`config.mk`:
```
export PLATFORM = sky130hd
export DESIGN_NAME = sync_fifo_flags
export DESIGN_NICKNAME = d
export VERILOG_FILES = /design/src/rtl/sync_fifo_pkg.sv /design/src/rtl/fifo_mem.sv /design/src/rtl/sync_fifo_flags.sv
export SDC_FILE = /design/constraint.sdc
export NUM_CORES = 1
export LEC_CHECK = 0
export ABC_AREA = 1
export CORE_ASPECT_RATIO = 1.2
export CORE_MARGIN = 3
export CORE_UTILIZATION = 40
export CTS_CLUSTER_DIAMETER = 50
export CTS_CLUSTER_SIZE = 14
export DETAILED_ROUTE_END_ITERATION = 10
export GPL_ROUTABILITY_DRIVEN = 0
export MAX_ROUTING_LAYER = met4
export PLACE_DENSITY = 0.66
export SYNTH_ARGS = -nofsm -noshare
export SYNTH_HDL_FRONTEND = slang
export SYNTH_SLANG_ARGS = --single-unit
export TNS_END_PERCENT = 1
```
`constraint.sdc`:
```
create_clock -name clk -period 2 [get_ports clk]
set_input_delay 0.6 -clock clk [delete_from_list [all_inputs] [get_ports clk]]
set_output_delay 0.6 -clock clk [all_outputs]
set_load 0.02 [all_outputs]
```
`src/rtl/sync_fifo_pkg.sv`:
```
`default_nettype none
// ============================================================================
// Module      : sync_fifo_pkg
// Description : Width helpers shared by the flagged synchronous FIFO.
// Revision    : 1.0 - initial release
// ============================================================================
package sync_fifo_pkg;

    function automatic int cnt_w(input int depth);
        return $clog2(depth + 1);
    endfunction

    // A two-entry FIFO still needs a one-bit pointer.
    function automatic int ptr_w(input int depth);
        return (depth <= 2) ? 1 : $clog2(depth);
    endfunction

endpackage
`default_nettype wire

```
`src/rtl/fifo_mem.sv`:
```
`default_nettype none
// ============================================================================
// Module      : fifo_mem
// Description : DATA_W x DEPTH register array, one write port, async read.
// Revision    : 1.0 - initial release
// ============================================================================
module fifo_mem #(
    parameter int DATA_W = 8,
    parameter int DEPTH  = 16,
    parameter int PTR_W  = 4
) (
    input  logic              clk,
    input  logic              i_wr_en,
    input  logic [PTR_W-1:0]  i_wr_addr,
    input  logic [DATA_W-1:0] i_wr_data,
    input  logic [PTR_W-1:0]  i_rd_addr,
    output logic [DATA_W-1:0] o_rd_data
);

    logic [DATA_W-1:0] r_mem [DEPTH];

    always_ff @(posedge clk) begin
        if (i_wr_en) begin
            r_mem[i_wr_addr] <= i_wr_data;
        end
    end

    assign o_rd_data = r_mem[i_rd_addr];

endmodule
`default_nettype wire

```
`src/rtl/sync_fifo_flags.sv`:
```
`default_nettype none
// ============================================================================
// Module      : sync_fifo_flags
// Description : Single-clock FIFO with any depth, fill count, threshold flags,
//               sticky error flags and selectable FWFT / registered read.
// Revision    : 1.0 - initial release
// ============================================================================
module sync_fifo_flags
    import sync_fifo_pkg::*;
#(
    parameter int DATA_W    = 8,
    parameter int DEPTH     = 16,
    parameter int AF_THRESH = DEPTH - 1,
    parameter int AE_THRESH = 1,
    parameter int FWFT      = 0
) (
    input  logic                      clk,
    input  logic                      reset,
    input  logic                      push_i,
    input  logic [DATA_W-1:0]         push_data_i,
    input  logic                      pop_i,
    output logic [DATA_W-1:0]         pop_data_o,
    output logic                      full_o,
    output logic                      empty_o,
    output logic                      almost_full_o,
    output logic                      almost_empty_o,
    output logic [cnt_w(DEPTH)-1:0]   count_o,
    output logic                      overflow_o,
    output logic                      underflow_o,
    input  logic                      clr_err_i
);

    localparam int c_cnt_w = cnt_w(DEPTH);
    localparam int c_ptr_w = ptr_w(DEPTH);

    localparam logic [c_cnt_w-1:0] c_full_cnt = c_cnt_w'(DEPTH);
    localparam logic [c_cnt_w-1:0] c_af_cnt   = c_cnt_w'(AF_THRESH);
    localparam logic [c_cnt_w-1:0] c_ae_cnt   = c_cnt_w'(AE_THRESH);
    localparam logic [c_ptr_w-1:0] c_last_ptr = c_ptr_w'(DEPTH - 1);

    logic [c_ptr_w-1:0] r_wr_ptr;
    logic [c_ptr_w-1:0] r_rd_ptr;
    logic [c_cnt_w-1:0] r_count;
    logic [c_cnt_w-1:0] w_count_nxt;
    logic               r_full;
    logic               r_empty;
    logic               r_af;
    logic               r_ae;
    logic               r_ovf;
    logic               r_unf;
    logic               w_push_acc;
    logic               w_pop_acc;
    logic [DATA_W-1:0]  w_rd_data;

    // A push into a full FIFO is accepted only when a pop frees the slot.
    assign w_pop_acc  = pop_i & ~r_empty;
    assign w_push_acc = push_i & (~r_full | w_pop_acc);

    always_comb begin
        w_count_nxt = r_count;
        if (w_push_acc && !w_pop_acc) begin
            w_count_nxt = r_count + 1'b1;
        end else if (!w_push_acc && w_pop_acc) begin
            w_count_nxt = r_count - 1'b1;
        end
    end

    always_ff @(posedge clk) begin
        if (reset) begin
            r_wr_ptr <= '0;
            r_rd_ptr <= '0;
            r_count  <= '0;
            r_full   <= 1'b0;
            r_empty  <= 1'b1;
            r_af     <= 1'b0;
            r_ae     <= 1'b1;
            r_ovf    <= 1'b0;
            r_unf    <= 1'b0;
        end else begin
            if (w_push_acc) begin
                r_wr_ptr <= (r_wr_ptr == c_last_ptr) ? '0 : r_wr_ptr + 1'b1;
            end
            if (w_pop_acc) begin
                r_rd_ptr <= (r_rd_ptr == c_last_ptr) ? '0 : r_rd_ptr + 1'b1;
            end
            r_count <= w_count_nxt;
            r_full  <= (w_count_nxt == c_full_cnt);
            r_empty <= (w_count_nxt == '0);
            r_af    <= (w_count_nxt >= c_af_cnt);
            r_ae    <= (w_count_nxt <= c_ae_cnt);
            // A fresh error in the same cycle as a clear keeps the flag set.
            if (push_i && !w_push_acc) begin
                r_ovf <= 1'b1;
            end else if (clr_err_i) begin
                r_ovf <= 1'b0;
            end
            if (pop_i && !w_pop_acc) begin
                r_unf <= 1'b1;
            end else if (clr_err_i) begin
                r_unf <= 1'b0;
            end
        end
    end

    fifo_mem #(
        .DATA_W (DATA_W),
        .DEPTH  (DEPTH),
        .PTR_W  (c_ptr_w)
    ) u_mem (
        .clk       (clk),
        .i_wr_en   (w_push_acc),
        .i_wr_addr (r_wr_ptr),
        .i_wr_data (push_data_i),
        .i_rd_addr (r_rd_ptr),
        .o_rd_data (w_rd_data)
    );

    generate
        if (FWFT != 0) begin : g_fwft
            assign pop_data_o = r_empty ? '0 : w_rd_data;
        end else begin : g_reg_read
            logic [DATA_W-1:0] r_pop_data;
            always_ff @(posedge clk) begin
                if (reset) begin
                    r_pop_data <= '0;
                end else if (w_pop_acc) begin
                    r_pop_data <= w_rd_data;
                end
            end
            assign pop_data_o = r_pop_data;
        end
    endgenerate

    assign full_o         = r_full;
    assign empty_o        = r_empty;
    assign almost_full_o  = r_af;
    assign almost_empty_o = r_ae;
    assign count_o        = r_count;
    assign overflow_o     = r_ovf;
    assign underflow_o    = r_unf;

endmodule
`default_nettype wire
```
# After elaboration in Yosys (flattened, before gate mapping)
# Memory sizes are Yosys's and may differ from the RTL's. A register that Yosys moved wholly into a read port is not among the register bits.
# Index checks and enable logic that the tools add are counted.
# W data, S select, Z words.
# word_totals
ff_bits	19
output_inout_bits	19
ram_bits	128
n_memories	1
word_cells	42
input_bits	13
# memory_table
name	words	word_bits	rd	rd_clocked_by_memory_dff	wr	line	source
u_mem.r_mem	16	8	1	1	1	fifo_mem.sv:20	logic [DATA_W-1:0] r_mem [DEPTH];
# op_classes
n_reduce_logical	9
n_bitwise	5
eq_ne	3
n_mux	9
n_lt_le_gt_ge	2
add_sub_neg	4
# op_table
cell	n
$mux W5	2
$add A4 B1 Y4 const B	2
$eq A4 B4 Y1 const B	2
$mux W4	2
$add A5 B1 Y5 const B	1
$eq A5 B5 Y1 const B	1
$ge A5 B4 Y1 const B	1
$le A5 B1 Y1 const B	1
$logic_not A5 Y1	1
$mux W1	5
$sub A5 B1 Y5 const B	1
$logic_and A1 B1 Y1	4
$reduce_bool A2 Y1	2
$and A1 B1 Y1	2
$logic_not A1 Y1	2
$not A1 Y1	2
$or A1 B1 Y1	1

# Longest topological paths before layout
# logic_depth
word_depth	9
depth_mapped	11
depth_no_buf	10

# Hierarchy
# Synthesis repeated with hierarchy kept, for this count alone.
# unflattened
hier_cells	711
hier_area_um2	6865.3
# by_module_without_submodules
mod	n_inst	area_each_um2	cells_each	seq_area_each_um2
fifo_mem	1	5606.6	543	3843.7
sync_fifo_flags	1	1258.7	168	540.5

# Least setup slack after synthesis
# Ideal clock, no wire load.
# synth_path
kind	input port to flip-flop
startpoint	input port pop_i
endpoint	memory u_mem.r_mem[11][0] (enable)
required_time_ns	1.630
stages	4
setup_slack_ns	0.218
arrival_time_ns	1.412
n_path_buf	0
cell_sequence	nand2_4 -> a21oi_4 -> nand3_1 -> nor2_1
# synth_between
elab_chain_cells	5
# synth_rtl
element	line	source
start: declaration	sync_fifo_flags.sv:21	input logic pop_i,
$and A1 B1 Y1	sync_fifo_flags.sv:56	assign w_pop_acc = pop_i & ~r_empty;
$or A1 B1 Y1	sync_fifo_flags.sv:57	assign w_push_acc = push_i & (~r_full | w_pop_acc);
$and A1 B1 Y1	sync_fifo_flags.sv:57	
$mux W1	fifo_mem.sv:23	if (i_wr_en) begin
$mux W1 (not written as such)	fifo_mem.sv:24	r_mem[i_wr_addr] <= i_wr_data;
end: declaration	fifo_mem.sv:20	
# Every way passes these cells.

# Worst setup path in the final report
# layout_path
startpoint	register g_reg_read.r_pop_data[7], in the netlist pop_data_o[7], read port of u_mem.r_mem
endpoint	output port pop_data_o[7]
# layout_rtl
element	line	source
start: declaration	sync_fifo_flags.sv:122	logic [DATA_W-1:0] r_pop_data;
end: declaration	sync_fifo_flags.sv:22	output logic [DATA_W-1:0] pop_data_o,
# No word-level cell between the ends.

==> impl_metrics.toml <==
[synth]
synth_warnings = 0
synth_area_sq_mm = 0.00652
avgSynthCellArea_sq_um = 10.4
syn-instance-count = 627
syn_nets = 647
netlist.area_leader.share_pct = 58.9
synth_largest_area_cell = "edfxtp_1"
ys_types = 27
synth.area.top_cells = "edfxtp_1 59%, nand2_1 11%, nand3_1 8.6%"
synth.ff_latch_count = 155
ys_seq_area_share_pct = 67.2

[timing]
finalHoldViolations = 0
fin_skew_ns = 0.00932
rsz0062_at_grt = "no"
finalCritPeriodShare_pct = 97.2
whs_ns = 0.464
tightest_slew_ns = 0.565
final.min_clock_period_ns = 1.94
slew_headroom_pct = 62.3
finalSetupViolCount = 0
fmax_mhz = 514
maxSlewViolCount = 0

[critical_path]
worstPathArrival_ns = 1.34
critical-path-top-delay-family = "buffers and inverters"
critPathSlowestCell = "clkdlybuf4s50_1"
required_ns = 1.40
end_kind = "output port"
path_buf_inv = 1
worstPathCellList = "clkdlybuf4s50_1"
cp_max_fo = 2
cpPeakStageDelay_ns = 0.60
cp-start-kind = "flip-flop"
path_class = "flip-flop to output port"

[cts]
clkTransAtPathRegs_ns = 0.06
ctsHoldBuffers = 0
cts_buffer_depth = 2
cts_made_buffers = 17
cts_tree = "built"
clk_latency_ns = 0.42
cts_root_buffer = "clkbuf_16"
cts_setup_buffers = 0
htreeDepth = 4
clock-sinks = 155
cts_resized = 5

[floorplan]
ios = 32
dieArea_sq_mm = 0.0179
rows = 50
dieWidth_um = 123
die_h_um = 146
initial_core_util_pct = 41.4
coreArea_sq_mm = 0.0158

[drt]
first_pass_iters = 5
wl_mm = 15.4
top_layer_used = "met4"
drc = 0
wl_met1_mm = 6.21
wl_met3_um = 933
route.detailed.wl_per_inst_um = 16.8
postRouteAntennaNets = 0
viasPerCell = 5.14
drtIter0Drc = 612
wl_met2_mm = 7.72
via_count = 4712

[power]
p_int_mw = 5.81
power_frac_clock_pct = 40.1
swShare_pct = 24.8
switchingPower_mw = 1.92
p_comb_share_pct = 13.0
ir_worst_vdd_mv = 0.620
p_leak_nw = 3.24
powerDensity_mw_per_mm2 = 970
power_frac_seq_pct = 46.9
finalPower_mw = 7.73

[run_status]
outcome = "finished, final reports clean"

[grt]
grt_pass1_wl_mm = 24.2
grt_max_degree = 66
grt-ovfl-total = 0
antenna_found_initial = 0
grt_pass1_vias = 4595
grt_use_total_pct = 18.5

[cells_and_area]
fin_cells = 916
nNetsFinal = 715
fill_cells = 1369
antennaDiodeCount = 0
multi_input_area_sq_mm = 0.00186
area_growth_pct = 22.2
drive_above_1_share_pct = 12.1
seqCellArea_sq_mm = 0.00439

[worst_hold_path]
hold_class = "flip-flop to flip-flop"

[placement]
dp_hpwl_mm = 10.2
placed_cells = 884
io_buffers = 31

[run]
drv_cap = 0
[per-stage QoR]
step | cell area, sq um | util, % | setup WS [ns] | TNS, ns
finish | 7970 | 50.5 | 0.0554 | 0
global route | 7970 | 50.5 | 0.000309 | 0
CTS | 7940 | 50.4 | 0.00131 | 0
detailed placement | 7380 | 46.8 | -0.278 | -32.17
global placement | 7380 | 46.8 | -0.250 | -28.04
floorplan | 6520 | - | 0.218 | 0
[synthesized netlist by cell type, drive strengths merged]
library cell / n
xor2: 4
nor3: 2
nand2: 195
nand4: 4
xnor2: 1
ha: 7
nor2: 51
dfxtp: 27
o21ai: 12
edfxtp: 128
o21bai: 1
buf: 22
a21oi: 17
nand3: 114
inv: 33
clkinv: 1
clkbuf: 8
[worst register-to-register path, stage by stage (launching register included)]
cell and delay [ns]:
dfxtp_1 0.33, inv_1 0.12, nand2_4 0.07, a21oi_4 0.23
nand2_1 0.23, nor2_1 0.15, buf_4 0.19
[power by group through the flow]
| stage | combinational (mW) | clock (mW) | sequential, mW |
|---|---|---|---|
| global route | 1.12 | 3.27 | 3.63 |
| CTS | 1.01 | 3.13 | 3.63 |
| floorplan | 0.540 | 0 | 3.74 |
| global placement | 0.996 | 0 | 3.69 |
| detailed placement | 1.01 | 0 | 3.70 |
| finish | 1.01 | 3.10 | 3.62 |
[kinds of logic (layout without fill, tap and decap cells)]
kind of cell             Yosys count  count (layout)  synth area share (%)
AO/OA/AOI/OAI                     30              30                  2.51
XOR/XNOR                           5               5                 0.671
adder cells (fa/ha/maj)            7               7                  1.34
buffers and inverters             64             145                  4.32
flip-flops                       155             155                  67.2
AND/OR/NAND/NOR                  366             366                  23.9
[worst paths after layout]
kind                       from            endpoint  slack (ns)  cells after the start
hold reg to reg     underflow_o         underflow_o        0.46                      2
setup / recovery  pop_data_o[7]       pop_data_o[7]        0.06                      1
hold / removal      underflow_o         underflow_o        0.46                      2
setup reg to reg        empty_o  u_mem.r_mem[14][4]        0.40                      6
[cells in the final DEF (no fill, tap or decap), drive strengths merged]
cell type and instances:
nand4 4, dlymetal6s2s 11, nor2 51, nand2 195
xor2 4, inv 34, dfxtp 27, o21ai 12
bufinv 2, clkdlybuf4s50 15, a21oi 17, xnor2 1
buf 48, clkbuf 21, nor3 2, dlygate4sd2 5
clkinv 5, ha 7, edfxtp 128, o21bai 1
nand3 114, clkinvlp 4
[sequential cells by signal (all words and copies together), names as in the netlist]
signal and flops:
u_mem.r_mem 128, pop_data_o 8, count_o 5, r_rd_ptr 4
r_wr_ptr 4, almost_empty_o 1, almost_full_o 1, empty_o 1
full_o 1, overflow_o 1, underflow_o 1
[layer usage]
metal,up-vias,global-route usage [%]
li1,2263,-
met1,2191,21.9
met2,220,30.5
met3,38,3.38
met4,0,8.40
met5,-,-
[final cells by class]
cell class / instances / share of cell area (%)
Sequential cell: 155 / 55.0
Clock buffer: 21 / 5.65
Inverter: 34 / 1.60
Multi-Input combinational cell: 408 / 23.3
Clock inverter: 11 / 1.52
Tap cell: 208 / 3.27
Timing Repair Buffer: 79 / 9.62
Note: power is estimated with default switching activity, not from simulation.
